===== config.mk =====
export PLATFORM = sky130hd
export DESIGN_NAME = mem_ctrl
export DESIGN_NICKNAME = d
export VERILOG_FILES = /design/src/rtl/mem_ctrl_pkg.sv /design/src/rtl/mem_ctrl.sv
export SDC_FILE = /design/constraint.sdc
export NUM_CORES = 1
export LEC_CHECK = 0
export ABC_AREA = 1
export CAP_MARGIN = 25
export CORE_ASPECT_RATIO = 0.9
export CORE_MARGIN = 2
export CORE_UTILIZATION = 35
export CTS_BUF_LIST = sky130_fd_sc_hd__clkbuf_8
export CTS_CLUSTER_SIZE = 30
export DETAILED_ROUTE_END_ITERATION = 6
export PLACE_DENSITY = 0.62
export SYNTH_ARGS = -nofsm -noshare
export SYNTH_HDL_FRONTEND = slang
export SYNTH_SLANG_ARGS = --single-unit

===== constraint.sdc =====
create_clock -name clk -period 1.9 [get_ports clk]
set_input_delay 0.38 -clock clk [delete_from_list [all_inputs] [get_ports clk]]
set_output_delay 0.38 -clock clk [all_outputs]
set_load 0.03 [all_outputs]

===== src/rtl/mem_ctrl_pkg.sv =====
// Shared definitions for the byte-serial memory controller: size codes, FSM
// encoding, access byte counts and the stall bus codes used by the stall unit.
package mem_ctrl_pkg;

    localparam logic [1:0] SZ_B = 2'b00;
    localparam logic [1:0] SZ_H = 2'b01;
    localparam logic [1:0] SZ_W = 2'b10;

    typedef enum logic [2:0] {
        ST_IDLE,
        ST_IF_RD,
        ST_MEM_RD,
        ST_MEM_WR,
        ST_DONE
    } state_t;

    // Stall bus codes consumed alongside busy/done by the stall controller.
    typedef enum logic [1:0] {
        PASS,
        HOLD,
        BUBB
    } stall_t;

    // Number of byte cycles for a size code; the reserved code 11 acts as a word.
    function automatic logic [2:0] byte_count(input logic [1:0] size);
        case (size)
            SZ_B:    byte_count = 3'd1;
            SZ_H:    byte_count = 3'd2;
            default: byte_count = 3'd4;
        endcase
    endfunction

endpackage


===== src/rtl/mem_ctrl.sv =====
// Arbitrates the byte-wide synchronous RAM between instruction fetch and load/store.
// Optional MEM_CTRL_IF_ABORT_EN: flush aborts an in-flight fetch instead of dropping its done.
module mem_ctrl
    import mem_ctrl_pkg::*;
#(
    parameter int ADDR_W = 17
) (
    input  logic              clk,
    input  logic              rst,
    input  logic              if_req,
    input  logic [31:0]       if_addr,
    output logic              if_done,
    output logic [31:0]       if_data,
    input  logic              mem_req,
    input  logic              mem_we,
    input  logic [1:0]        mem_size,
    input  logic [31:0]       mem_addr,
    input  logic [31:0]       mem_wdata,
    output logic              mem_done,
    output logic [31:0]       mem_rdata,
    input  logic              flush,
    output logic              busy,
    output logic [ADDR_W-1:0] ram_addr,
    output logic              ram_we,
    output logic [7:0]        ram_dout,
    input  logic [7:0]        ram_din
);

    state_t              state_reg, state_next;
    logic [2:0]          cnt_reg, cnt_next;
    logic [2:0]          n_reg, n_next;
    logic [ADDR_W-1:0]   base_reg, base_next;
    logic [31:0]         wdata_reg, wdata_next;
    logic [31:0]         buf_reg, buf_next;
    logic                drop_reg, drop_next;
    logic [ADDR_W-1:0]   ram_addr_reg, ram_addr_next;
    logic                ram_we_reg, ram_we_next;
    logic [7:0]          ram_dout_reg, ram_dout_next;
    logic                if_done_reg, if_done_next;
    logic                mem_done_reg, mem_done_next;
    logic [31:0]         if_data_reg, if_data_next;
    logic [31:0]         mem_rdata_reg, mem_rdata_next;

    // Upper address bits lie outside the RAM and are deliberately ignored.
    logic unused_addr_bits;
    assign unused_addr_bits = ^{if_addr[31:ADDR_W], mem_addr[31:ADDR_W]};

    // Byte for base+k arrives two edges after it is issued, so lane cnt-2 is filled.
    logic [2:0]  cap_pos;
    logic        capture;
    logic [31:0] asm_word;

    assign cap_pos = cnt_reg - 3'd2;
    assign capture = (cnt_reg >= 3'd2);

    generate
        for (genvar gi = 0; gi < 4; gi++) begin : g_lane
            assign asm_word[8*gi +: 8] = (capture && cap_pos == 3'(gi)) ? ram_din
                                                                        : buf_reg[8*gi +: 8];
        end
    endgenerate

    always_ff @(posedge clk) begin
        if (rst) begin
            state_reg     <= ST_IDLE;
            cnt_reg       <= '0;
            n_reg         <= '0;
            base_reg      <= '0;
            wdata_reg     <= '0;
            buf_reg       <= '0;
            drop_reg      <= 1'b0;
            ram_addr_reg  <= '0;
            ram_we_reg    <= 1'b0;
            ram_dout_reg  <= '0;
            if_done_reg   <= 1'b0;
            mem_done_reg  <= 1'b0;
            if_data_reg   <= '0;
            mem_rdata_reg <= '0;
        end else begin
            state_reg     <= state_next;
            cnt_reg       <= cnt_next;
            n_reg         <= n_next;
            base_reg      <= base_next;
            wdata_reg     <= wdata_next;
            buf_reg       <= buf_next;
            drop_reg      <= drop_next;
            ram_addr_reg  <= ram_addr_next;
            ram_we_reg    <= ram_we_next;
            ram_dout_reg  <= ram_dout_next;
            if_done_reg   <= if_done_next;
            mem_done_reg  <= mem_done_next;
            if_data_reg   <= if_data_next;
            mem_rdata_reg <= mem_rdata_next;
        end
    end

    always_comb begin
        state_next     = state_reg;
        cnt_next       = cnt_reg;
        n_next         = n_reg;
        base_next      = base_reg;
        wdata_next     = wdata_reg;
        buf_next       = buf_reg;
        drop_next      = drop_reg;
        ram_addr_next  = ram_addr_reg;
        ram_we_next    = 1'b0;
        ram_dout_next  = ram_dout_reg;
        if_done_next   = 1'b0;
        mem_done_next  = 1'b0;
        if_data_next   = if_data_reg;
        mem_rdata_next = mem_rdata_reg;

        case (state_reg)
            ST_IDLE: begin
                if (mem_req) begin
                    base_next     = mem_addr[ADDR_W-1:0];
                    n_next        = byte_count(mem_size);
                    wdata_next    = mem_wdata;
                    buf_next      = '0;
                    cnt_next      = 3'd1;
                    drop_next     = 1'b0;
                    ram_addr_next = mem_addr[ADDR_W-1:0];
                    if (mem_we) begin
                        ram_we_next   = 1'b1;
                        ram_dout_next = mem_wdata[7:0];
                        state_next    = ST_MEM_WR;
                    end else begin
                        state_next    = ST_MEM_RD;
                    end
                end else if (if_req && !flush) begin
                    base_next     = if_addr[ADDR_W-1:0];
                    n_next        = 3'd4;
                    buf_next      = '0;
                    cnt_next      = 3'd1;
                    drop_next     = 1'b0;
                    ram_addr_next = if_addr[ADDR_W-1:0];
                    state_next    = ST_IF_RD;
                end
            end

            ST_IF_RD, ST_MEM_RD: begin
                cnt_next = cnt_reg + 3'd1;
                buf_next = asm_word;
                if (cnt_reg < n_reg)
                    ram_addr_next = base_reg + ADDR_W'(cnt_reg);
                if (cnt_reg == n_reg + 3'd1) begin
                    state_next = ST_DONE;
                    if (state_reg == ST_MEM_RD) begin
                        mem_done_next  = 1'b1;
                        mem_rdata_next = asm_word;
                    end else if (!(drop_reg || flush)) begin
                        if_done_next = 1'b1;
                        if_data_next = asm_word;
                    end
                end
                if (state_reg == ST_IF_RD) begin
`ifdef MEM_CTRL_IF_ABORT_EN
                    if (flush) begin
                        state_next   = ST_IDLE;
                        if_done_next = 1'b0;
                        if_data_next = if_data_reg;
                    end
`else
                    drop_next = drop_reg | flush;
`endif
                end
            end

            ST_MEM_WR: begin
                cnt_next = cnt_reg + 3'd1;
                if (cnt_reg < n_reg) begin
                    ram_addr_next = base_reg + ADDR_W'(cnt_reg);
                    ram_we_next   = 1'b1;
                    ram_dout_next = wdata_reg[{cnt_reg[1:0], 3'b000} +: 8];
                end else begin
                    state_next    = ST_DONE;
                    mem_done_next = 1'b1;
                end
            end

            ST_DONE: begin
                state_next = ST_IDLE;
            end

            default: begin
                state_next = ST_IDLE;
            end
        endcase
    end

    assign busy      = (state_reg != ST_IDLE);
    assign ram_addr  = ram_addr_reg;
    assign ram_we    = ram_we_reg;
    assign ram_dout  = ram_dout_reg;
    assign if_done   = if_done_reg;
    assign mem_done  = mem_done_reg;
    assign if_data   = if_data_reg;
    assign mem_rdata = mem_rdata_reg;

endmodule


==> out/qor.yml <==
run_status:
  status: "complete, no violations"
timing:
  fin_crit_sh: 0.973
  slew_headroom: 0.727
  min_period_ns: 1.85
  finalWorstSetupSlack_ns: 0.0512
  tns_ns: 0
  final-setup-viol-count: 0
  worst_pin_slew_ns: 0.408
  maxSlewViolCount: 0
  fmax_ghz: 0.541
  fin_worst_skew_ns: 0.0160
  hold_viol: 0
  whs_ns: 0.400
place:
  dp.cells: 1615
  place.gp.congestion: 0.852
  port_buffers: 174
  hpwl_mm: 16.6
  pre_cts_slack_ns: -0.0932
power_and_ir_drop:
  p_leak_nw: 5.62
  pwr_density_cell_mw_per_mm2: 1190
  vdd_drop_max_uv: 513
setup_path:
  worst_setup_path_end_kind: "primary output"
  slowest_stage: "clkdlybuf4s50_1"
  path_delay_family: "buffers and inverters"
  cp.required_ns: 1.52
  crit_path_cell_trace: "clkdlybuf4s50_1"
  worst-endpoint-arrival_ns: 1.47
  crit_type: "reg -> out"
  cp_max_fo: 2
  critical_path_buf_inv_count: 1
  start_kind: "flop"
  slowest_delay_ns: 0.67
cts:
  cts-root-buf: "clkbuf_8"
  clock-sinks: 183
  cts-buffers-inserted: 17
  cts.htree.levels: 4
  clk_pin_slew_ns: 0.10
  clk_latency_ns: 0.47
  cts_buffer_depth: 2
  tritoncts: "built"
logic_synthesis:
  async_flop_share: 0
  ys_top_cells_by_count: "nand2_1 (240), dfxtp_1 (183), nor2_1 (155), o21ai_0 (142), inv_1 (95)"
  synth_edf_count: 0
  syn-num-nets: 1276
  synth_cell_types: 35
  synth.cell_area_mm2: 0.00826
  yosysSeqAreaShare: 0.443
  ys.flop_type: "dfxtp_1"
  netlist.area_leader.share: 0.443
  synth_seq_cells: 183
  yosysTopAreaCell: "dfxtp_1"
  synthCells: 1151
  avgSynthCellArea_um2: 7.18
  synthTopCellsByArea: "dfxtp_1 (44%), nand2_1 (11%), o21ai_0 (8.6%)"
  ys_warn_count: 0
  yosysMostFrequentCell: "nand2_1"
cells_and_area:
  areaGrowthSynthToFinish_pct: 38.3
  antennaDiodeCount: 0
  drive_gt1_frac: 0.110
  fillCellCount: 2291
  fin_nets: 1471
  fin_util: 0.491
  final_cells: 1661
global_routing:
  grt_pass1_wl_mm: 37.7
  grt_pass1_vias: 7281
  grt_usage: 0.189
  gr-total-overflow: 0
  antenna_found_initial: 1
  grt_max_degree: 69
floorplan:
  start_util: 0.355
  dieArea_mm2: 0.0249
  ioPinCount: 205
  die_x_um: 166
  row_count: 53
  die_y_um: 150
  coreArea_mm2: 0.0233
drt:
  first_iter_violations: 503
  viasPerCell: 4.82
  ant_nets: 0
  vias: 8004
  wl_mm: 24.5
  route.detailed.drc: 0
  wl_per_cell_um: 14.7
  drt-pass1-iter-count: 5
flow_run:
  maxCapViolations: 0
worst_hold_path:
  worstHoldPathType: "in -> reg"
==> layer usage <==
layer	global-route usage	vias up	part of all wire
li1	-	4152	-
met1	0.258	3653	0.48
met2	0.299	185	0.44
met3	0.0526	14	0.065
met4	0.0387	0	0.0093
met5	0	-	0
==> placed cells by master (no fill, tap or decap), types with 15 or more instances in the layout <==
cell type	instances
buf_4	46
nand2_1	234
nand3_1	38
o211a_1	18
nor2_1	148
buf_12	15
o21ai_1	33
and2_1	21
o21ai_0	123
clkdlybuf4s50_1	81
dlymetal6s2s_1	37
clkbuf_8	18
dlygate4sd2_1	54
a21oi_1	80
o22ai_1	22
dfxtp_1	180
inv_1	91
==> cell families (layout without fill, tap and decap cells) <==
kind of cell,count (synthesis),after routing,share of synthesized area
adder cells (fa/ha/maj),13,13,0.0206
AND/OR/NAND/NOR,474,474,0.238
buffers and inverters,171,379,0.0825
flip-flops,183,183,0.443
XOR/XNOR,4,4,0.00424
multiplexers,8,8,0.00969
AO/OA/AOI/OAI,298,298,0.202
==> worst paths after layout <==
check | startpoint | to | slack, ns | cells after the start
min | rst | mem_rdata[1]$_SDFFE_PP0P_ | 0.40 | 4
max | mem_rdata[22]$_SDFFE_PP0P_ | mem_rdata[22] | 0.05 | 1
max reg2reg | cnt_reg[0]$_SDFFE_PP0P_ | mem_rdata[13]$_SDFFE_PP0P_ | 0.10 | 11
min reg2reg | wdata_reg[15]$_SDFFE_PP0P_ | wdata_reg[15]$_SDFFE_PP0P_ | 0.46 | 2
==> where the power goes <==
group	total [mW]	leakage, nW	switching [mW]	internal, mW
Sequential	4.92	1.49	0.407	4.52
Clock	2.70	0.200	1.57	1.13
Combinational	5.99	3.92	3.68	2.31
Total	13.6	5.62	5.66	7.96
==> timing repair <==
item	in CTS	in global routing
buffers inserted	0	8
pin swaps	0	10
resized for setup	59	87
hold buffers	0	0
setup endpoints to repair	57	138
gates cloned	0	6
==> area by class of cell <==
type                       instances  area [um2]  area share
clock buffer                      18         248      0.0217
clock inverter                    14         161      0.0141
inverter                         105         403      0.0353
multi-input combinational        797        4010       0.351
sequential                       183        3670       0.321
tap                              302         378      0.0331
timing repair buffer             241        2550       0.223
timing repair inverter             1        7.51    0.000657
==> through the flow <==
step,power (mW),cell area (um2)
2_1_floorplan,8.50,8270
3_3_place_gp,10.7,10700
3_5_place_dp,10.8,10700
4_1_cts,13.5,11000
5_1_grt,14.6,11400
6_report,13.6,11400
Note: power is estimated with default switching activity, not from simulation.
==> patch: new RTL, same flow settings <==
The parameter `ADDR_W` goes from 17 to 13.
--- a/src/rtl/mem_ctrl.sv
+++ b/src/rtl/mem_ctrl.sv
@@ -5,3 +5,3 @@
 #(
-    parameter int ADDR_W = 17
+    parameter int ADDR_W = 13
 ) (
Ports: changed (resized ram_addr); port bits go from 205 to 201. The function was not compared with the original's and may differ.
==> patch against the original RTL <==
Non-clock buffer count down 23; synthesized area fell by 2.5%; sequential cell count is 8 lower; sequential share of layout area increased by 0.12 points; cell area shrank 4.8%; worst setup slack better by 0.026 ns; clock skew up 0.0060 ns; power fell by 2.7%; critical path depth is 2 higher; routed wire length fell by 6.2%.
==> patch: results (changes against the original RTL) <==
Run status
  • Status: finished, final reports clean

GRT
  • Pin count of the biggest net entering global routing: 55 (-20%)
  • Total Routing Usage GR: 0.189 (+0.000631)
  • Global-route wire length before repair: 36,400 microns (-3.4%)
  • Via count of the first global-routing pass: 7,088 (-2.7%)
  • Initial antenna violation count: 0 (-1)

Synth
  • Top cells by count, synth: 216 x nand2_1, 175 x dfxtp_1, 147 x inv_1
  • Post-synthesis sequential area ratio: 0.435 (-0.00865)
  • Yosys cell types: 40 (+14%)
  • Area contributors post-synth: dfxtp_1 43%, nand2_1 10%, a21oi_1 7.7%
  • Async set-reset flop share out of synthesis: 0 (unchanged)
  • Most used DFF post-synth: dfxtp_1
  • Synth warn: 0 (unchanged)
  • Post-Syn Nets: 1,276 (unchanged)

STA
  • Worst Tran Pin Value: 0.632 ns (+0.225 ns)
  • Setup Skew: 0.0220 ns (+0.00596 ns)
  • Minimum clock period: 1.82 ns (-0.0258 ns)

Setup path
  • Reg2reg end: ram_addr[8]$_SDFFE_PP0P_
  • Reg2Reg Depth: 9 (-2)
  • Worst R2R Start: cnt_reg[0]$_SDFFE_PP0P_
  • Crit path DAT: 1.44 ns (-0.03 ns)
  • Largest fanout on the critical path: 5 (+3)

Routing
  • DR pass1 iterations: 5 (unchanged)
  • DR vias/cell: 4.77 (-1.1%)
  • Avg WL per Cell: 14.1 microns (-4.7%)
  • Initial DRC count: 458 (-8.9%)

Clock tree
  • H-tree Lvls: 4 (unchanged)
  • Total CTS buffers: 17 (unchanged)
  • Clock root buffer: clkbuf_8
  • Clk buf depth: 2 (unchanged)
  • Worst-skew pair later-pin latency: around 0.48 ns
  • Clock Pin Slew Worst Setup and Hold Paths: between 0.1 and 0.15 ns

Min path
  • Hold depth: 2 (-2)
  • Hold Path Sink: mem_rdata[5]$_SDFFE_PP0P_
  • Min-Delay Path Class: flop to flop
  • HP Start: mem_rdata[5]$_SDFFE_PP0P_

Pwr
  • VDD IR max: 0.000522 V (+1.7%)
  • Leakage Power: 5.01 nW (-11%)

Layout
  • Share of layout cells above drive strength 1: 0.124 (+0.0145)
  • ANT cells: 0 (unchanged)
  • Filler cells: 2,271 (-0.87%)
  • Final #Nets: 1,449 (-1.5%)

Placement
  • Port Buffer Count: 162 (-6.9%)
  • DP Worst Slack: -0.125 ns (-0.0319 ns)
  • Global placer's final weighted congestion: 0.838 (-1.7%)
  • Final HPWL DP: 15,900 microns (-4.1%)
[patch: worst max path at each step]
stage | startpoint | endpoint
2_1_floorplan | cnt_reg[1]$_SDFFE_PP0P_ | ram_addr[10]$_SDFFE_PP0P_
3_3_place_gp | mem_req | ram_dout[6]$_SDFFE_PP0P_
3_5_place_dp | mem_req | ram_dout[6]$_SDFFE_PP0P_
4_1_cts | if_data[19]$_SDFFE_PP0P_ | if_data[19]
5_1_grt | state_reg[2]$_SDFFE_PP0P_ | busy
6_report | state_reg[2]$_SDFFE_PP0P_ | busy
[patch: where the power goes]
part	switching (W)	internal [W]	leakage [nW]
Sequential	0.000405	0.00437	1.43
Combinational	0.00366	0.00215	3.37
Clock	0.00164	0.00104	0.205
[patch: cell type report]
class | count | share of cell area
multi-input cells | 732 | 0.334
flip-flops and latches | 175 | 0.323
repair buffers | 218 | 0.208
inverters | 180 | 0.0627
well taps | 297 | 0.0342
clock buffers | 18 | 0.0228
clock inverters | 14 | 0.0158
[patch: through the flow]
step,hold slack (ns),cells,TNS [ns],area (sq um)
finish,0.443,1634,0,10900
CTS,0.442,1630,0,10700
detailed placement,0.432,1598,-3.85,10300
global placement,0.427,1598,-2.15,10300
floorplan,0.424,1151,0,8060
global route,0.459,1634,0,10900
[patch: worst max-delay path, stage by stage, from the launching register on]
cell and delay (ns):
dfxtp_1 0.49, nor2_4 0.09, nand2_4 0.08, clkdlybuf4s15_2 0.30
[patch: cell families (layout without fill, tap and decap cells)]
| group | after synthesis | after routing | share of synthesized area |
|---|---|---|---|
| and+or+nand+nor | 404 | 404 | 0.211 |
| AOI/OAI and AO/OA | 312 | 312 | 0.206 |
| buffers and inverters | 244 | 430 | 0.123 |
| DFF | 175 | 175 | 0.435 |
| adders and majority gates | 13 | 13 | 0.0211 |
| muxes | 2 | 2 | 0.00264 |
| xor gates and xnor gates | 1 | 1 | 0.00109 |
[patch: metal layers]
layer / wire [microns] / share of wire / GRT usage / up-vias
met5: 0 / 0 / 0 / -
met4: 227 / 0.0099 / 0.0439 / 0
met3: 1230 / 0.054 / 0.0452 / 24
met2: 10300 / 0.45 / 0.301 / 179
met1: 11200 / 0.49 / 0.260 / 3550
li1: - / - / - / 4036
[patch: repair_timing]
item / 4_1_cts / 5_1_grt
setup buffers: 0 / 1
endpoints found under the setup margin: 88 / 72
pin swaps: 0 / 4
gates resized for setup: 80 / 38
endpoints found under the hold margin: 0 / 0
hold buffers: 0 / 0
gates cloned: 0 / 3
